## src/rtl/pipe_stage_fifo_pkg.sv

```systemverilog
// Shared pipeline datapath types: stage bundles, hazard-unit control, and
// the pointer/occupancy width helpers used by the elastic stage buffer.
package pipe_stage_fifo_pkg;

  typedef struct packed {
    logic [31:0] pc;
    logic [31:0] instr;
    logic        pred_taken;
  } fetch_data_t;

  typedef struct packed {
    logic [31:0] pc;
    logic [4:0]  rs1;
    logic [4:0]  rs2;
    logic [4:0]  rd;
    logic [31:0] imm;
    logic [7:0]  uop;
  } decode_data_t;

  typedef struct packed {
    logic [31:0] pc;
    logic [4:0]  rd;
    logic [31:0] result;
    logic        mem_rd;
    logic        mem_wr;
  } execute_data_t;

  typedef struct packed {
    logic [4:0]  rd;
    logic [31:0] wb_data;
    logic        wb_en;
  } memory_data_t;

  // Driven as one field by the hazard unit so stall and flush move together.
  typedef struct packed {
    logic stall;
    logic flush;
  } pipe_ctrl_t;

  // A single-entry buffer has no pointers; use a constant 1-bit pointer
  // width so port widths never collapse to zero.
  function automatic int unsigned ptr_width(input int unsigned depth);
    return (depth > 1) ? $clog2(depth) : 1;
  endfunction

  function automatic int unsigned count_width(input int unsigned depth);
    return $clog2(depth + 1);
  endfunction

endpackage

```

## src/rtl/pipe_stage_fifo_ptr.sv

```systemverilog
// Read/write pointer and occupancy tracking for the stage buffer.
// Flush has priority; pointers wrap naturally because DEPTH is a power of two.
module fifo_ptr
  import pipe_stage_fifo_pkg::*;
#(
  parameter int unsigned DEPTH = 2,
  parameter int unsigned PTR_W = ptr_width(DEPTH),
  parameter int unsigned CW    = count_width(DEPTH)
) (
  input  logic             clk,
  input  logic             reset,
  input  logic             push_i,
  input  logic             pop_i,
  input  logic             flush_i,
  output logic [PTR_W-1:0] rp_o,
  output logic [PTR_W-1:0] wp_o,
  output logic [CW-1:0]    count_o,
  output logic             full_o,
  output logic             empty_o
);

  logic [CW-1:0] count_q, count_d;

  always_comb begin
    count_d = count_q;
    if (flush_i) begin
      count_d = '0;
    end else if (push_i && !pop_i) begin
      count_d = count_q + CW'(1);
    end else if (pop_i && !push_i) begin
      count_d = count_q - CW'(1);
    end
  end

  always_ff @(posedge clk or posedge reset) begin
    if (reset) begin
      count_q <= '0;
    end else begin
      count_q <= count_d;
    end
  end

  assign count_o = count_q;
  assign full_o  = (count_q == CW'(DEPTH));
  assign empty_o = (count_q == '0);

  generate
    if (DEPTH > 1) begin : g_ptr
      logic [PTR_W-1:0] rp_q, rp_d, wp_q, wp_d;

      always_comb begin
        rp_d = rp_q;
        wp_d = wp_q;
        if (flush_i) begin
          rp_d = '0;
          wp_d = '0;
        end else begin
          if (pop_i)  rp_d = rp_q + PTR_W'(1);
          if (push_i) wp_d = wp_q + PTR_W'(1);
        end
      end

      always_ff @(posedge clk or posedge reset) begin
        if (reset) begin
          rp_q <= '0;
          wp_q <= '0;
        end else begin
          rp_q <= rp_d;
          wp_q <= wp_d;
        end
      end

      assign rp_o = rp_q;
      assign wp_o = wp_q;
    end else begin : g_noptr
      assign rp_o = '0;
      assign wp_o = '0;
    end
  endgenerate

endmodule

```

## src/rtl/pipe_stage_fifo.sv

```systemverilog
// Elastic pipeline-stage buffer: DEPTH-entry FIFO with hazard stall/flush and
// a saturating back-pressure counter for performance monitoring.
module pipe_stage_fifo
  import pipe_stage_fifo_pkg::*;
#(
  parameter int unsigned DATA_W = 128,
  parameter int unsigned DEPTH  = 2,
  parameter int unsigned CNT_W  = 32
) (
  input  logic                       clk,
  input  logic                       reset,
  input  logic                       in_valid,
  input  logic [DATA_W-1:0]          in_data,
  output logic                       in_ready,
  output logic                       out_valid,
  output logic [DATA_W-1:0]          out_data,
  input  logic                       out_ready,
  input  logic                       stall,
  input  logic                       flush,
  output logic [$clog2(DEPTH+1)-1:0] count,
  output logic [CNT_W-1:0]           stall_cycles
);

  localparam int unsigned PTR_W = ptr_width(DEPTH);
  localparam int unsigned CW    = count_width(DEPTH);

  // Handshake: a transfer happens on a side when its valid and ready are both
  // high at the rising edge. in_ready and out_valid depend only on stall and
  // registered state, never on the partner's valid/ready.
  logic [PTR_W-1:0]  rp, wp;
  logic [CW-1:0]     occ;
  logic              full, empty;
  logic              push, pop, stall_inc;
  logic [DATA_W-1:0] mem_q [DEPTH];
  logic [CNT_W-1:0]  stall_cnt_q, stall_cnt_d;

  assign in_ready  = !stall && !full;
  assign out_valid = !stall && !empty;
  assign push      = in_valid && in_ready && !flush;
  assign pop       = out_valid && out_ready && !flush;
  assign stall_inc = in_valid && !in_ready && !flush;

  fifo_ptr #(
    .DEPTH (DEPTH),
    .PTR_W (PTR_W),
    .CW    (CW)
  ) u_ptr (
    .clk     (clk),
    .reset   (reset),
    .push_i  (push),
    .pop_i   (pop),
    .flush_i (flush),
    .rp_o    (rp),
    .wp_o    (wp),
    .count_o (occ),
    .full_o  (full),
    .empty_o (empty)
  );

  // Storage is left uncleared on reset and flush; occupancy alone says what is live.
  always_ff @(posedge clk) begin
    if (push) begin
      mem_q[wp] <= in_data;
    end
  end

  assign out_data = mem_q[rp];
  assign count    = occ;

  always_comb begin
    stall_cnt_d = stall_cnt_q;
    if (stall_inc && (stall_cnt_q != {CNT_W{1'b1}})) begin
      stall_cnt_d = stall_cnt_q + CNT_W'(1);
    end
  end

  always_ff @(posedge clk or posedge reset) begin
    if (reset) begin
      stall_cnt_q <= '0;
    end else begin
      stall_cnt_q <= stall_cnt_d;
    end
  end

  assign stall_cycles = stall_cnt_q;

endmodule

```

## config.mk

```make
export PLATFORM = sky130hd
export DESIGN_NAME = pipe_stage_fifo
export DESIGN_NICKNAME = d
export VERILOG_FILES = /design/src/rtl/pipe_stage_fifo_pkg.sv /design/src/rtl/pipe_stage_fifo_ptr.sv /design/src/rtl/pipe_stage_fifo.sv
export SDC_FILE = /design/constraint.sdc
export NUM_CORES = 1
export LEC_CHECK = 0
export ABC_CLOCK_PERIOD_IN_PS = 15600
export BUFFER_PORTS_ARGS = -buffer_cell sky130_fd_sc_hd__buf_2
export CAP_MARGIN = 10
export CORE_AREA = 3 3 196 198
export CTS_CLUSTER_SIZE = 40
export DETAILED_ROUTE_END_ITERATION = 12
export DIE_AREA = 0 0 199 201
export PLACE_DENSITY = 0.47
export SYNTH_ARGS = -nofsm -noshare
export SYNTH_HDL_FRONTEND = slang
export SYNTH_SLANG_ARGS = --single-unit
```

## constraint.sdc

```tcl
create_clock -name clk -period 15.6 [get_ports clk]
set_input_delay 0.78 -clock clk [delete_from_list [all_inputs] [get_ports clk]]
set_output_delay 0.78 -clock clk [all_outputs]
set_load 0.01 [all_outputs]
```

* Word level (Yosys, flattened, before mapping) *
Memories as Yosys holds them, arrays and structs flattened.
Cells that the tools add are included.

cells by class
  $add $sub $neg = 5
  equal/unequal tests = 2
  reductions and logical operators = 22
  muxes and demuxes = 9

operators by type and width
  cell                   number
  $add 32x1->32 const B  1
  $ne 32x32->1 const B   1
  $logic_and 1x1->1      11
  $logic_not 1->1        7
  $mux 1                 6
  $mux 2                 3
  $reduce_bool 2->1      2
  $reduce_bool 3->1      1
  $add 1x1->1 const B    2
  $add 2x1->2 const B    1
  $eq 2x2->1 const B     1
  $logic_not 2->1        1
  $sub 2x1->2 const B    1

word-level totals
  logic and storage cells = 43
  output and inout port bits = 164
  flip-flop bits (word level) = 36
  bits in writable memories = 256
  bits of input ports = 134
  memories kept = 1

memories
  name   depth  width  rd ports  clocked after memory_dff  wr ports  line                   source
  mem_q  2      128    1         0                         1         pipe_stage_fifo.sv:34  logic [DATA_W-1:0] mem_q [DEPTH];

* Depth between registers and ports, before layout *
Gate-level depths: netlist (run 1).

  depth after elaboration = 10
  gate-level depth with buffers = 7
  mapped depth without buffers = 6

* Modules after synthesis *
From an unflattened synthesis (run 1), not the netlist that was laid out.

unflattened totals
  cell total of the unflattened synthesis = 590
  area, all modules = 11,223.3 um^2

modules (own cells, without submodules)
  module           cells each  times used  area each (um^2)  sequential area each (um^2)
  pipe_stage_fifo  570         1           11,011.8          8,488.1
  fifo_ptr         20          1           211.5             100.1

* Least setup slack after synthesis (run 1) *
OpenSTA, ideal clock, no wires.

  kind = input port to flip-flop
  start point = input stall
  end point = memory mem_q[0][0], enable pin
  path buffers = 1
  arrival time = 9,973 ps
  path slack = 4,853 ps
  stages = 4
  setup time = 774 ps
  data required time = 14,826 ps
  path through = clkbuf_1 -> nor2_1 -> nand2_1 -> nor3_1

between the ends
  longest elaborated chain between the ends = 6

RTL lines
  what                            line                   source
  start: declaration              pipe_stage_fifo.sv:18  input logic stall,
  $logic_not 1->1                 pipe_stage_fifo.sv:37  assign in_ready = !stall && !full;
  $logic_and 1x1->1               pipe_stage_fifo.sv:37
  named net in_ready              pipe_stage_fifo.sv:14  output logic in_ready,
  $logic_and 1x1->1 (2 in a row)  pipe_stage_fifo.sv:39  assign push = in_valid && in_ready && !flush;
  $mux 1                          pipe_stage_fifo.sv:62  if (push) begin
  $mux 1 (implied by the code)    pipe_stage_fifo.sv:63  mem_q[wp] <= in_data;
  end: declaration                pipe_stage_fifo.sv:34

The timed path passes the listed nets, and every way through them passes these cells.

* Final worst setup path (run 1) *
  start point = register u_ptr.g_ptr.rp_q (netlist: u_ptr.rp_o)
  end point = output out_data[75]

between the ends
  longest elaborated chain between the ends = 1

RTL lines
  what                      line                       source
  start: declaration        pipe_stage_fifo_ptr.sv:49  logic [PTR_W-1:0] rp_q, rp_d, wp_q, wp_d;
  start signal: assignment  pipe_stage_fifo_ptr.sv:68  rp_q <= rp_d;
  $mem_v2 2x128             -
  end: declaration          pipe_stage_fifo.sv:16      output logic [DATA_W-1:0] out_data,

No other way between the ends.

==> impl_metrics.tcl, run 1 <==
set metrics [dict create \
    outcome "complete, no violations" \
    h-tree-depth 2 \
    post_cts.resized_instances 0 \
    max_freq_mhz 261 \
    cts_tree "built" \
    final_cells 1388 \
    die_y_um 201 \
    final_max_slew_viol_count 0 \
    dieWidth_um 199 \
    worst_pin_slew_ns 1.03 \
    finish.utilization 0.385 \
    syn_to_final_growth_pct 28.7 \
    grt_usage 0.122 \
    fin_crit_ns 3.83 \
    antenna_left 0 \
    ios 298 \
    ys_ff_latch 292 \
    clock_latency_ns 0.53 \
    synth_edf_count 256 \
    skew_ns 0.0128 \
    hold_viol_final 0 \
    antenna_found_initial 7 \
    clock_path_buffers 3 \
    cp-start-kind "flip-flop" \
    p_per_area_mw_per_mm2 124 \
    leakagePower_nw 5.42 \
    yosysUniqueCellTypes 39 \
    synth_fp_nets 707 \
    avgSynthCellArea_um2 19.2 \
    routed_via_density 4.45 \
    ys_seq_area_frac 0.782 \
    synth_cells 572 \
    fin_crit_sh 0.245 \
    nets 1029 \
    gp_congestion 0.759 \
    cts_root_buffer "clkbuf_16" \
    rows 70 \
    synth_area_leaders "edfxtp_1 70%, mux2_2 13%, dfrtp_1 8.2%" \
    yosysWarningCount 0 \
    setup_violations 0 \
    ctsHoldBuffers 0 \
    total_power_mw 1.75 \
    drt_iter0_drc 202 \
    cp.arrival_ns 3.05 \
    synth_top_area_frac 0.700 \
    via_count 6176 \
    core_mm2 0.0367 \
    required_ns 14.82 \
    ir_worst_vdd_mv 0.0666 \
    dp.cells 1325 \
    critPathCaptureType "primary output" \
    place.port_buffers 297 \
    yosysTopAreaCell "edfxtp_1" \
    cap_violations 0 \
    drive_above_1_share 0.533 \
    synth_ff_type "edfxtp_1" \
    rsz0062_at_grt "no" \
    ys_async_sr_fraction 0.123 \
    overflow 0 \
    drc 0 \
    path_class "reg2out" \
    slew_headroom 0.312 \
    path_max_fanout 71 \
    drt-total-wl_um 25500 \
    post_drt_wl_per_cell_um 18.4 \
    clock-sinks 292 \
    grt_pass1_vias 6299 \
    min_path_type "in2async" \
    clk_pin_slew_ns 0.05 \
    firstDrtPassIters 4 \
    cts_setup_buffers 0 \
    die_area_mm2 0.0400 \
    dpl.hpwl_um 16400 \
    cts_buffers 35 \
    syn_area_mm2 0.0110 \
    grt_max_degree 129 \
    initial_core_util 0.299 \
    setup-tns-final_ns 0 \
    grt_first_pass_wirelength_um 37500 \
]
## routing by layer
layer,routed length (um),vias up,track usage
li1,-,2861,-
met1,10900,3043,0.149
met2,11800,210,0.196
met3,2280,50,0.0544
met4,490,12,0.0349
met5,78,-,0
## placed cells by master (no fill, tap or decap), types with 9 or more instances in the layout
cell	n
xnor2_1	16
mux2_2	129
clkbuf_1	9
xor2_1	13
nand2_1	17
buf_2	297
edfxtp_1	256
clkbuf_16	37
nor2_1	17
dfrtp_1	35
## state kept, by name, indices dropped and copies added, names as in the netlist
register and cells:
mem_q 256, stall_cycles 32, u_ptr.rp_o 1, u_ptr.count_o 2, u_ptr.wp_o 1
## area by class of cell
cell class	instances	area (um2)
clock inverters	13	80.1
fillers	3488	22600
flip-flops and latches	292	8590
well taps	468	586
inverters	7	26.3
multi-input cells	257	2320
diodes	1	2.50
repair buffers	301	1530
clock buffers	49	1000
## worst max-delay path: stages (launching register included)
cell	delay [ns]
dfrtp_4	0.97
buf_4	0.90
mux2_2	0.42
buf_2	0.15
## logic make-up after synthesis
group / after synthesis / share of synthesized area
flops: 292 / 0.782
mux: 133 / 0.136
simple gates: 79 / 0.0410
xor+xnor: 29 / 0.0231
buf+inv: 23 / 0.00786
compound gates: 15 / 0.00934
fa+ha+maj: 1 / 0.00114
## metrics by stage
step	area (um2)	worst slack [ns]	hold WS, ns
global placement	13100	12.10	0.473
finish	14100	11.77	0.368
CTS	14100	11.62	0.354
detailed placement	13100	12.10	0.475
floorplan	11000	4.85	0.515
global route	14100	11.55	0.390
## synthesized netlist by cell type (3+ instances only)
cell type  count
and3_1         3
o21ai_0        4
and2_1         4
nor3_1         8
mux2i_1        3
edfxtp_1     256
nand3_1        4
xnor2_1       16
inv_1          7
and4_1         6
nand4_1        7
nor2_1        17
clkbuf_1      15
dfrtp_1       36
xor2_1        13
nand2_1       17
mux2_2       129
a21oi_1        3
## final timing paths
check                           slack [ns]                            to                    startpoint  cells after the start
worst max-delay path                 11.77                  out_data[75]        u_ptr.rp_o$_DFFE_PP0P_                      3
worst min-delay path                  0.37  stall_cycles[19]$_DFFE_PP0P_                         reset                      3
worst max register to register       12.53        mem_q[1][59]$_DFFE_PP_  u_ptr.count_o[1]$_DFFE_PP0P_                      4
worst min register to register        0.49  stall_cycles[13]$_DFFE_PP0P_  stall_cycles[13]$_DFFE_PP0P_                      1
max in group asynchronous            14.85        u_ptr.rp_o$_DFFE_PP0P_                         reset                      3
min in group clk                      0.44       mem_q[0][127]$_DFFE_PP_                  in_data[127]                      1
## power breakdown
part,internal (mW),switching (mW)
Clock,0.449,0.308
Combinational,0.0470,0.0539
Sequential,0.875,0.0143
Note: power is estimated with default switching activity, not from simulation.
==> run 2: changes to the inputs <==
ABC_CLOCK_PERIOD_IN_PS = 3800   (was 15600)
clock period = 3.8 ns   (was 15.6 ns; I/O delays follow)
==> impl_metrics.tcl, run 2 (synthesis results as in run 1) <==
set metrics [dict create \
    outcome "complete, no violations" \
    p_int_mw 5.72 \
    finalWorstSetupSlack_ns 1.13 \
    power_switching_mw 1.51 \
    fin_crit_ns 2.67 \
    gp_congestion 0.788 \
    die_y_um 201 \
    antenna_found_initial 1 \
    grtUsageMet2 0.208 \
    p_clk_frac 0.422 \
    skew_ns 0.0103 \
    final_common_cell "buf_2" \
    cts_setup_buffers 0 \
    hold_viol_final 0 \
    rsz0062_at_grt "no" \
    drc 0 \
    cap_violations 0 \
    p_comb_frac 0.073 \
    dieWidth_um 199 \
    core_mm2 0.0367 \
    clock-sinks 292 \
    dpl.hpwl_um 17500 \
    antenna_cells 0 \
    via_count 6663 \
    slew_headroom 0.427 \
    setup_violations 0 \
    total_power_mw 7.22 \
    grt_pass1_vias 7238 \
    cts_tree "built" \
    final_max_slew_viol_count 0 \
    drive_above_1_share 0.468 \
    path_max_fanout 51 \
    nFillCells 3377 \
    antenna_left 0 \
    top_usage_layer "met2" \
    h-tree-depth 2 \
    routed_via_density 4.39 \
    min_path_type "in2reg" \
    p_seq_frac 0.505 \
    initial_core_util 0.299 \
    post_drt_wl_per_cell_um 17.7 \
    grt_first_pass_wirelength_um 41500 \
    top_register "mem_q" \
    largest_register_ffs 256 \
    p_per_area_mw_per_mm2 466 \
    required_ns 3.61 \
    cp.arrival_ns 2.48 \
    ctsHoldBuffers 131 \
    worst_pin_slew_ns 0.859 \
    cts_buffers 34 \
    nets 1163 \
    post_cts.resized_instances 0 \
    hold_slack_ns 0.0979 \
    dp_slack_ns 1.53 \
    path_class "reg2out" \
    ios 298 \
    firstDrtPassIters 4 \
    leakagePower_nw 5.97 \
    reg2reg_slack_ns 1.59 \
    cp-start-kind "flip-flop" \
    max_freq_mhz 374 \
    drt-total-wl_um 27000 \
    globalRouteMet3Util 0.0490 \
    critPathCaptureType "primary output" \
    overflow 0 \
    drt_iter0_drc 288 \
    clock_latency_ns 0.51 \
    place.port_buffers 297 \
    grtUsageMet1 0.177 \
    fin_crit_sh 0.703 \
    grt_max_degree 129 \
    switching_share 0.209 \
    cts_root_buffer "clkbuf_16" \
    grt_usage 0.134 \
    final_cell_mix "297 x buf_2, 256 x edfxtp_1, 131 x dlygate4sd3_1" \
    clock_path_buffers 3 \
    clk_pin_slew_ns 0.06 \
    die_area_mm2 0.0400 \
    setup-tns-final_ns 0 \
    ir_worst_vdd_mv 0.280 \
    syn_to_final_growth_pct 40.9 \
    rows 70 \
]
-- run 2: cell count changes in the layout (fill, tap and decap cells not counted), sizes merged, moves of 2 or more --
cell,previous run,this run
clkbuf,49,47
dlygate4sd3,0,131
buf,301,305
clkinv,11,9
bufinv,0,2
-- run 2: cell type report --
| cell class | instances | area, um2 | area share |
|---|---|---|---|
| flip-flops and latches | 292 | 8590 | 0.555 |
| repair buffers | 436 | 2900 | 0.187 |
| multi-input cells | 257 | 2350 | 0.152 |
| clock buffers | 47 | 931 | 0.0601 |
| well taps | 468 | 586 | 0.0378 |
| clock inverters | 12 | 109 | 0.00703 |
| inverters | 7 | 26.3 | 0.00170 |
-- run 2: worst max-delay path, cell delays in order (launching register included) --
cell and delay, ns:
dfrtp_4 0.98, buf_4 0.44, mux2_2 0.38, buf_2 0.14
-- run 2: power by group through the flow --
stage          logic (mW)  registers (mW)  clock network, mW
2_1_floorplan       0.193            3.71                  0
3_3_place_gp        0.420            3.71                  0
3_5_place_dp        0.423            3.71                  0
4_1_cts             0.538            3.65               3.18
5_1_grt             0.581            3.66               3.32
6_report            0.528            3.65               3.05
-- run 2: final timing paths --
check,startpoint,endpoint,cells after the start
min in group asynchronous,reset,stall_cycles[0]$_DFFE_PP0P_,4
setup / recovery,u_ptr.rp_o$_DFFE_PP0P_,out_data[118],3
setup reg to reg,stall_cycles[0]$_DFFE_PP0P_,stall_cycles[13]$_DFFE_PP0P_,6
max in group asynchronous,reset,u_ptr.rp_o$_DFFE_PP0P_,4
hold reg to reg,stall_cycles[8]$_DFFE_PP0P_,stall_cycles[8]$_DFFE_PP0P_,1
hold / removal,in_valid,u_ptr.wp_o$_DFFE_PP0P_,4
-- run 2: metal layers --
metal | wire (um) | vias up
met5 | 11 | -
met4 | 605 | 2
met3 | 2300 | 49
met2 | 12000 | 240
met1 | 12000 | 3241
li1 | - | 3131
-- run 2: through the flow --
stage	util	cell area (um2)	std cells
floorplan	-	11000	572
global placement	0.358	13100	1329
detailed placement	0.358	13100	1329
CTS	0.422	15500	1519
global route	0.422	15500	1519
finish	0.422	15500	1519
==> run 3: changes to the inputs <==
ABC_CLOCK_PERIOD_IN_PS = 2800   (was 3800)
clock period = 2.8 ns   (was 3.8 ns; I/O delays follow)
==> impl_metrics.tcl, run 3 (synthesis results as in run 1) <==
set metrics [dict create \
    grt_max_degree 95 \
    min_path_type "in2reg" \
    drt-total-wl_um 26600 \
    rows 70 \
    power_switching_mw 2.08 \
    r2r_cells 6 \
    grt_pass1_vias 7010 \
    final_cell_mix "297 x buf_2, 256 x edfxtp_1, 132 x dlygate4sd3_1" \
    p_clk_frac 0.422 \
    clk_pin_slew_ns 0.05 \
    rsz0062_at_grt "no" \
    critPathCaptureType "primary output" \
    clock_path_buffers 3 \
    cts_setup_buffers 0 \
    dieWidth_um 199 \
    p_seq_frac 0.502 \
    hold_depth 4 \
    grt_first_pass_wirelength_um 39900 \
    initial_core_util 0.299 \
    seq_area_mm2 0.00859 \
    final_max_slew_viol_count 0 \
    worst_pin_slew_ns 0.992 \
    setup_violations 0 \
    p_per_area_mw_per_mm2 632 \
    p_comb_frac 0.075 \
    die_area_mm2 0.0400 \
    drive_above_1_share 0.472 \
    hp-start "in_valid" \
    top_register "mem_q" \
    firstDrtPassIters 4 \
    clock_latency_ns 0.50 \
    largest_register_ffs 256 \
    cts_tree "built" \
    rr_endpoint "stall_cycles[13]$_DFFE_PP0P_" \
    ir_worst_vdd_mv 0.355 \
    path_max_fanout 33 \
    multi_input_area_mm2 0.00235 \
    cp-start-kind "flip-flop" \
    drt_iter0_drc 275 \
    h-tree-depth 2 \
    dpl.hpwl_um 17600 \
    skew_ns 0.0177 \
    syn_to_final_growth_pct 41.7 \
    fin_crit_sh 0.834 \
    crit_family "flip-flops" \
    path_class "reg2out" \
    critPathSlowestCell "dfrtp_4" \
    finalWorstSetupSlack_ns 0.465 \
    grt_usage 0.128 \
    cts_root_buffer "clkbuf_16" \
    cp_num_buf_inv 2 \
    final_common_cell "buf_2" \
    leakagePower_nw 6.00 \
    path_cells "buf_4, mux2_2, buf_2" \
    reg2reg_slack_ns 0.60 \
    cp.arrival_ns 2.20 \
    antenna_left 0 \
    dp_slack_ns 0.587 \
    critPathMaxStageDelay_ns 0.80 \
    antenna_cells 0 \
    p_int_mw 7.76 \
    post_cts.resized_instances 0 \
    timing.rr.start "stall_cycles[0]$_DFFE_PP0P_" \
    die_y_um 201 \
    ios 298 \
    ctsHoldBuffers 132 \
    clock-sinks 292 \
    overflow 0 \
    required_ns 2.66 \
    cap_violations 0 \
    slew_headroom 0.338 \
    outcome "complete, no violations" \
    hold_viol_final 0 \
    max_freq_mhz 428 \
    hold_end "u_ptr.wp_o$_DFFE_PP0P_" \
    drc 0 \
    fin_crit_ns 2.34 \
    antenna_found_initial 2 \
    nets 1166 \
    post_drt_wl_per_cell_um 17.5 \
    nFillCells 3349 \
    finish.utilization 0.424 \
    core_mm2 0.0367 \
    place.port_buffers 297 \
    routed_via_density 4.39 \
    switching_share 0.211 \
    via_count 6679 \
    cts_buffers 34 \
    gp_congestion 0.772 \
]
run 3: changes by cell type in the layout (fill, tap and decap cells not counted):
cell | previous run | this run
buf_12 | 3 | 7
buf_4 | 5 | 3
clkbuf_1 | 11 | 7
dlygate4sd3_1 | 131 | 132
clkinv_2 | 5 | 9
run 3: cell type report:
| type | instances | share of cell area |
|---|---|---|
| clock inverters | 16 | 0.00828 |
| well taps | 468 | 0.0376 |
| repair buffers | 439 | 0.191 |
| clock buffers | 43 | 0.0588 |
| inverters | 7 | 0.00169 |
| multi-input cells | 257 | 0.151 |
| flip-flops and latches | 292 | 0.552 |
run 3: worst reg2reg max path: stages, from the launching register on:
cell	delay (ns)
dfrtp_1	0.42
ha_1	0.25
and4_1	0.24
and4_1	0.29
a31oi_1	0.54
nand4_1	0.19
xnor2_1	0.15
run 3: worst max path at each step:
| stage | from | end | slack [ns] | depth (start not counted) |
|---|---|---|---|---|
| after global routing | u_ptr.rp_o$_DFFE_PP0P_ | out_data[65] | 0.30 | 3 |
| after CTS | u_ptr.rp_o$_DFFE_PP0P_ | out_data[65] | 0.35 | 3 |
| after detailed placement | stall_cycles[0]$_DFFE_PP0P_ | stall_cycles[19]$_DFFE_PP0P_ | 0.59 | 6 |
| after floorplan | u_ptr.count_o[1]$_DFFE_PP0P_ | mem_q[0][0]$_DFFE_PP_ | -1.57 | 4 |
| final | u_ptr.rp_o$_DFFE_PP0P_ | out_data[65] | 0.46 | 3 |
| after global placement | stall_cycles[0]$_DFFE_PP0P_ | stall_cycles[15]$_DFFE_PP0P_ | 0.62 | 6 |
run 3: power groups by stage:
stage	sequential, mW	clock, mW	combinational, mW
final	4.94	4.15	0.741
after detailed placement	5.03	0	0.602
after floorplan	5.04	0	0.263
after CTS	4.94	4.32	0.758
after global routing	4.96	4.49	0.817
after global placement	5.03	0	0.598
run 3: metal layers:
| layer | part of all wire | global-route usage |
|---|---|---|
| met3 | 0.086 | 0.0473 |
| met2 | 0.46 | 0.203 |
| met5 | 0.00064 | 0 |
| met4 | 0.016 | 0.0336 |
| met1 | 0.44 | 0.166 |
run 3: through the flow:
step	cells	TNS, ns	instance area [um2]	total power, mW	hold slack [ns]
6_report	1522	0	15600	9.84	0.0670
5_1_grt	1522	0	15600	10.3	0.0486
4_1_cts	1522	0	15600	10.0	0.0285
3_5_place_dp	1331	0	13200	5.63	0.332
3_3_place_gp	1331	0	13200	5.62	0.328
2_1_floorplan	572	-203.04	11000	5.30	0.199
